File: src/rtl/alu_arb.sv
// Two-requester arbiter feeding a shared 64-bit ALU through an issue (S1) and a response (S2) register.
// Define ALU_ARB_RR_EN for round-robin contention; otherwise requester 0 has fixed priority.

module ex (
    input  logic        rst,
    input  logic [7:0]  aluop,
    input  logic [3:0]  alusel,
    input  logic [63:0] op1,
    input  logic [63:0] op2,
    output logic [63:0] result,
    output logic        illegal
);
    localparam logic [3:0] RISCV_ALU_ADD = 4'h0;
    localparam logic [3:0] RISCV_ALU_SUB = 4'h1;
    localparam logic [3:0] RISCV_ALU_XOR = 4'h2;
    localparam logic [3:0] RISCV_ALU_OR  = 4'h3;
    localparam logic [3:0] RISCV_ALU_AND = 4'h4;

    // aluop only qualifies word-size variants upstream; this ALU is 64-bit only
    logic unused_aluop;
    assign unused_aluop = ^aluop;

    always_comb begin
        result  = op1;
        illegal = 1'b0;
        case (alusel)
            RISCV_ALU_ADD: result = op1 + op2;
            RISCV_ALU_SUB: result = op1 - op2;
            RISCV_ALU_XOR: result = op1 ^ op2;
            RISCV_ALU_OR:  result = op1 | op2;
            RISCV_ALU_AND: result = op1 & op2;
            default:       illegal = 1'b1;
        endcase
        if (rst) result = '0;
    end
endmodule

module alu_arb #(
    parameter int TAG_W = 4
) (
    input  logic             clk,
    input  logic             rst,
    input  logic             req0_valid,
    output logic             req0_ready,
    input  logic [63:0]      req0_op1,
    input  logic [63:0]      req0_op2,
    input  logic [7:0]       req0_aluop,
    input  logic [3:0]       req0_alusel,
    input  logic [TAG_W-1:0] req0_tag,
    input  logic             req1_valid,
    output logic             req1_ready,
    input  logic [63:0]      req1_op1,
    input  logic [63:0]      req1_op2,
    input  logic [7:0]       req1_aluop,
    input  logic [3:0]       req1_alusel,
    input  logic [TAG_W-1:0] req1_tag,
    output logic             rsp_valid,
    input  logic             rsp_ready,
    output logic             rsp_id,
    output logic [TAG_W-1:0] rsp_tag,
    output logic [63:0]      rsp_result,
    output logic             rsp_illegal
);
    logic             s1_valid_q, s1_valid_d, s1_id_q;
    logic [63:0]      s1_op1_q, s1_op2_q;
    logic [7:0]       s1_aluop_q;
    logic [3:0]       s1_alusel_q;
    logic [TAG_W-1:0] s1_tag_q;

    logic             rsp_valid_q, rsp_valid_d, rsp_id_q, rsp_illegal_q;
    logic [TAG_W-1:0] rsp_tag_q;
    logic [63:0]      rsp_result_q;

    logic s2_adv, s1_free, pick0, pick1, accept;
    logic [63:0] ex_result;
    logic        ex_illegal;

    assign s2_adv  = s1_valid_q && (!rsp_valid_q || rsp_ready);
    assign s1_free = !s1_valid_q || s2_adv;

`ifdef ALU_ARB_RR_EN
    logic last_q;
    // on contention the requester that did not win last time goes first
    assign pick1 = req1_valid && (!req0_valid || !last_q);
`else
    assign pick1 = req1_valid && !req0_valid;
`endif
    assign pick0 = req0_valid && !pick1;

    assign req0_ready = !rst && s1_free && pick0;
    assign req1_ready = !rst && s1_free && pick1;
    assign accept     = req0_ready || req1_ready;

    assign s1_valid_d  = accept || (s1_valid_q && !s2_adv);
    assign rsp_valid_d = s2_adv || (rsp_valid_q && !rsp_ready);

    ex u_ex (
        .rst    (rst),
        .aluop  (s1_aluop_q),
        .alusel (s1_alusel_q),
        .op1    (s1_op1_q),
        .op2    (s1_op2_q),
        .result (ex_result),
        .illegal(ex_illegal)
    );

    always_ff @(posedge clk) begin
        if (rst) begin
            s1_valid_q    <= 1'b0;
            s1_id_q       <= 1'b0;
            s1_op1_q      <= '0;
            s1_op2_q      <= '0;
            s1_aluop_q    <= '0;
            s1_alusel_q   <= '0;
            s1_tag_q      <= '0;
            rsp_valid_q   <= 1'b0;
            rsp_id_q      <= 1'b0;
            rsp_tag_q     <= '0;
            rsp_result_q  <= '0;
            rsp_illegal_q <= 1'b0;
`ifdef ALU_ARB_RR_EN
            last_q        <= 1'b1;
`endif
        end else begin
            s1_valid_q  <= s1_valid_d;
            rsp_valid_q <= rsp_valid_d;
            if (accept) begin
                s1_id_q     <= req1_ready;
                s1_op1_q    <= req1_ready ? req1_op1    : req0_op1;
                s1_op2_q    <= req1_ready ? req1_op2    : req0_op2;
                s1_aluop_q  <= req1_ready ? req1_aluop  : req0_aluop;
                s1_alusel_q <= req1_ready ? req1_alusel : req0_alusel;
                s1_tag_q    <= req1_ready ? req1_tag    : req0_tag;
`ifdef ALU_ARB_RR_EN
                last_q      <= req1_ready;
`endif
            end
            if (s2_adv) begin
                rsp_id_q      <= s1_id_q;
                rsp_tag_q     <= s1_tag_q;
                rsp_result_q  <= ex_illegal ? 64'd0 : ex_result;
                rsp_illegal_q <= ex_illegal;
            end
        end
    end

    assign rsp_valid   = rsp_valid_q;
    assign rsp_id      = rsp_id_q;
    assign rsp_tag     = rsp_tag_q;
    assign rsp_result  = rsp_result_q;
    assign rsp_illegal = rsp_illegal_q;
endmodule

File: config.mk
export PLATFORM = sky130hd
export DESIGN_NAME = alu_arb
export DESIGN_NICKNAME = d
export VERILOG_FILES = /design/src/rtl/alu_arb.sv
export SDC_FILE = /design/constraint.sdc
export NUM_CORES = 1
export LEC_CHECK = 0
export ABC_CLOCK_PERIOD_IN_PS = 9300
export CAP_MARGIN = 20
export CORE_ASPECT_RATIO = 0.5
export CORE_UTILIZATION = 55
export DETAILED_ROUTE_END_ITERATION = 7
export HOLD_SLACK_MARGIN = 0.1
export PLACE_DENSITY = 0.95
export SYNTH_ARGS = -nofsm -noshare
export SYNTH_HDL_FRONTEND = slang
export SYNTH_SLANG_ARGS = --single-unit
export TNS_END_PERCENT = 100
File: constraint.sdc
create_clock -name clk -period 9.3 [get_ports clk]
set_input_delay 2.79 -clock clk [delete_from_list [all_inputs] [get_ports clk]]
set_output_delay 2.79 -clock clk [all_outputs]
set_load 0.03 [all_outputs]
# Yosys cells after proc, flatten, opt, wreduce, memory -nomap -nowiden

Index checks and enable logic that the tools add are counted.

Register bits after elaboration: 209
Bits of input ports: 293
Output and inout bits: 73
Word-level logic and storage cells: 49

Add/sub/neg operators: 2
Eq/ne operators: 4
Muxes and demuxes: 7
Bitwise gates (word level): 3
Reductions and logical operators: 22

Operators by type and width:

| kind                                                                   | number |
|---|---|
| 64-bit case mux with 5 select lines                                    | 1 |
| 64-bit 2-to-1 mux                                                      | 3 |
| 64-bit adder                                                           | 1 |
| 64-bit bitwise AND                                                     | 1 |
| 64-bit OR                                                              | 1 |
| 64-bit subtractor                                                      | 1 |
| 64-bit XOR                                                             | 1 |
| 4-bit by 2-bit equality test with 1-bit output (second input constant) | 2 |
| 1-bit logical AND                                                      | 8 |
| 4-bit 2-to-1 mux                                                       | 2 |
| 1-bit logical NOT                                                      | 7 |
| 1-bit logical OR                                                       | 5 |
| 5-bit OR reduction                                                     | 1 |
| 4-bit by 1-bit equality test with 1-bit output (second input constant) | 1 |
| 4-bit by 3-bit equality test with 1-bit output (second input constant) | 1 |
| 4-bit logical NOT                                                      | 1 |
| 1-bit 2-to-1 mux                                                       | 1 |

# Logic depth before layout (Yosys ltp)

Word-level depth: 8
Depth in mapped cells: 21
Mapped depth without buffers: 20

# By module

A second synthesis with hierarchy kept.

Cell total of the unflattened synthesis: 2335
Area, all modules: 18408.9 um^2

By module, submodules not included:

| module  | times used | cells each | area an instance (um^2) | seq. area each (um^2) |
|---|---|---|---|---|
| alu_arb | 1          | 998        | 9303.9                  | 4344.2 |
| ex      | 1          | 1337       | 9105.0                  | 0.0 |

# Worst setup path after synthesis

No wires, ideal clock.

Path type: input-to-output
Start: input port rsp_ready
End: output port req1_ready
Data arrival time: 4.182 ns
Data required time: 6.510 ns
Slack: 2.328 ns
Stages: 6
Buffers on the path: 3
Cell sequence: nor2b_1 a21oi_1 and3b_1 clkbuf_1 clkbuf_1 clkbuf_1

Word-level cells in the longest chain between the ends: 5

RTL lines:

| item                           | line | RTL |
|---|---|---|
| start: declaration             | 58   | `input logic rsp_ready,` |
| 1-bit logical OR               | 78   | `assign s2_adv = s1_valid_q && (!rsp_valid_q \|\| rsp_ready);` |
| 1-bit logical AND              | 78   |  |
| 1-bit logical OR               | 79   | `assign s1_free = !s1_valid_q \|\| s2_adv;` |
| 1-bit logical AND (2 in a row) | 91   | `assign req1_ready = !rst && s1_free && pick1;` |
| end: declaration               | 51   | `output logic req1_ready,` |

Every way passes these cells.

# Worst setup path after layout

Ends and elaborated chain as after synthesis.

==> impl_metrics.ini <==
[layout]
layout-drive-gt1-share_pct = 3.17
antenna-diode-count = 0
regArea_um2 = 4180
n_fill_cell = 2179
syn_to_final_growth_pct = 25.9
utilization_pct = 71.4
multiInputGateArea_um2 = 11500
layout.nets = 2837

[setup_path]
path_delay_family = buffers and inverters
worstPathRequired_ps = 6510
critPathSlowestCell = clkdlybuf4s50_1
cp_slowest_stage_delay_ps = 800
startpoint = rsp_ready
endpoint_kind = output pin
setup.worst_path.class = in -> out
r2r-start = s1_op2_q[17]
path_cells = clkdlybuf4s50_1, nor2b_1, a21oi_1, and3b_4, clkdlybuf4s50_1
crit_buf_inv = 2
path_common_cell = clkdlybuf4s50_1
arrival_ps = 5150
startpoint_type = input pin
crit_fanout = 37

[synthesis]
ys_types = 66
yosysWarningCount = 0
synth_area_per_cell_um2 = 7.92
ys_async_sr_fraction_pct = 0
syn_area_um2 = 16700
synth_edf_count = 0
synth_top_cell_by_area = dfxtp_1
synth_fp_nets = 2590
yosysTopAreaCellShare_pct = 25.1
yosysMostFrequentCell = nor2_1
synth_area_leaders = dfxtp_1 25%, ha_1 14%, mux2i_1 8.3%, a211oi_1 6.5%, nor2_1 5.9%
synth_common_cells = 264 x nor2_1, 209 x dfxtp_1, 192 x ha_1, 145 x a211oi_1, 144 x inv_1
synth-seq-area-share_pct = 25.1
ys.flop_type = dfxtp_1
ys_seq_elements = 209
syn_inst = 2104

[power]
vdd_drop_max_mv = 0.138
p_leak_nw = 8.38
p_sw_w = 0.00116
clkPwrFrac_pct = 28.5
seq_power_share_pct = 33.9
p_int_w = 0.00197
netSwitchingFraction_pct = 37.1
power_density_nw_per_um2 = 150
combPwrFrac_pct = 37.5

[sta]
relSlewSlack_pct = 26.8
grt_setup_unrepaired = no
fin_crit_ps = 7940
fmax_mhz = 126
timing.final.max_slew_violations = 0
setup_viol = 0
max_slew.worst_pin.slew_ps = 1100
final_min_period_over_clock_period_pct = 85.4
fin_hold_ws_ps = 458
tns_ps = 0
hold_viol_final = 0
finalClockSkew_ps = 20.1

[route]
drt_pass1_iterations = 6
drtIter0Drc = 1938
routedWlPerCell_um = 19.7
via_per_inst = 6.26
wl_um = 54300
num_vias = 17300
detail-route-antenna-nets = 0
drc = 0

[placement]
gp_congestion = 0.997
hpwl_um = 40000
port_buffers = 349

[clocking]
cts_resized = 0
clockBufferDepth = 3
cts_tree = built
cts_sinks = 209
clkTransAtPathRegs_ps = 70
worstSkewPairLatency_ps = 540
cts_setup_buffers = 0
cts-buffers-inserted = 21
clock-root-buffer = clkbuf_16
cts_hold_buf = 0
htreeDepth = 1

[run]
drv_cap = 0

[grt]
grt_max_degree = 108
grt_pass1_wl_um = 85600
antenna_found_initial = 1
grt.total_usage_pct = 33.9
overflow = 0
grt_pass1_vias = 16500

[die]
dieArea_um2 = 31000
pin_count = 366
core_um2 = 29400
fp-row-count = 44
die_h_um = 125
start_util_pct = 56.7
die_x_um = 248

[worst_hold_path]
holdCritStartpoint = rsp_id
hold_class = reg -> reg

[outcome]
outcome = finished, final reports clean
[per-stage QoR]
| step | cell area [um2] | setup WS, ps | cells | power (W) |
|---|---|---|---|---|
| 6_report | 21000 | 1360 | 2755 | 0.00314 |
| 5_1_grt | 21000 | 1210 | 2755 | 0.00328 |
| 4_1_cts | 21000 | 1360 | 2755 | 0.00312 |
| 3_5_place_dp | 20300 | 1380 | 2719 | 0.00222 |
| 3_3_place_gp | 20300 | 1420 | 2719 | 0.00219 |
| 2_1_floorplan | 16700 | 2330 | 2104 | 0.00182 |
[final timing paths]
| kind | end | slack (ps) | cells after the start |
|---|---|---|---|
| max | req1_ready | 1360 | 5 |
| min | rsp_id | 460 | 2 |
| max reg2reg | rsp_result[57] | 2560 | 19 |
| min reg2reg | rsp_id | 460 | 2 |
[power groups by stage]
stage / Sequential, W / Combinational (W) / Clock (W)
after floorplan: 0.00111 / 0.000712 / 0
after global placement: 0.00107 / 0.00111 / 0
after detailed placement: 0.00108 / 0.00114 / 0
after CTS: 0.00106 / 0.00116 / 0.000900
after global routing: 0.00107 / 0.00128 / 0.000936
final: 0.00106 / 0.00118 / 0.000895
[layer usage]
layer | GRT usage (%) | up-vias | share of wire [%]
li1 | - | 8108 | -
met3 | 5.00 | 181 | 7.7
met5 | 0 | - | 0
met4 | 13.9 | 0 | 4.8
met1 | 43.7 | 8116 | 41
met2 | 56.6 | 852 | 46
[layout by cell type, fill, tap and decap left out, types with 94 or more instances in the layout]
cell type / instances
a211oi_1: 145
a21oi_1: 138
clkdlybuf4s50_1: 348
dfxtp_1: 209
ha_1: 192
inv_1: 144
mux2i_1: 138
nand2_1: 113
nor2_1: 262
o21ai_0: 120
xnor2_1: 94
[worst reg2reg max path, cell delays in order (launching register included)]
cell,delay (ps)
dfxtp_1,370
or4_4,570
or3_4,370
nor3_1,320
nand4_1,260
nor2_1,290
nand2_1,210
o21ai_1,570
o21ai_0,250
xnor2_1,190
ha_1,460
and3_1,270
nand3_1,230
or4_1,570
a31oi_1,550
o21ai_0,220
o21ai_0,460
a21oi_1,160
xor2_1,190
o22ai_1,110
[sequential cells by signal, summed over array words and instances, names as in the netlist]
register	flops
rsp_id	1
rsp_tag	4
rsp_valid	1
s1_alusel_q	4
s1_valid_q	1
s1_id_q	1
s1_op2_q	64
rsp_illegal	1
s1_op1_q	64
rsp_result	64
s1_tag_q	4
[layout make-up]
class                      count  area share, %
clock buffer                  27           2.76
clock inverter                 9          0.549
sequential                   209           19.9
timing repair buffer         365           17.2
multi-input combinational   1610           54.6
tap                          391           2.33
inverter                     144           2.58
[cells by family (layout without fill, tap and decap cells)]
group	Yosys count	after routing	synth area share, %
AOI/OAI and AO/OA	626	626	25.1
xor gates and xnor gates	121	121	6.36
adders and majority gates	193	193	14.5
buffers and inverters	285	545	6.44
DFF	209	209	25.1
muxes	138	138	8.29
and+or+nand+nor	532	532	14.2
Note: power is estimated with default switching activity, not from simulation.
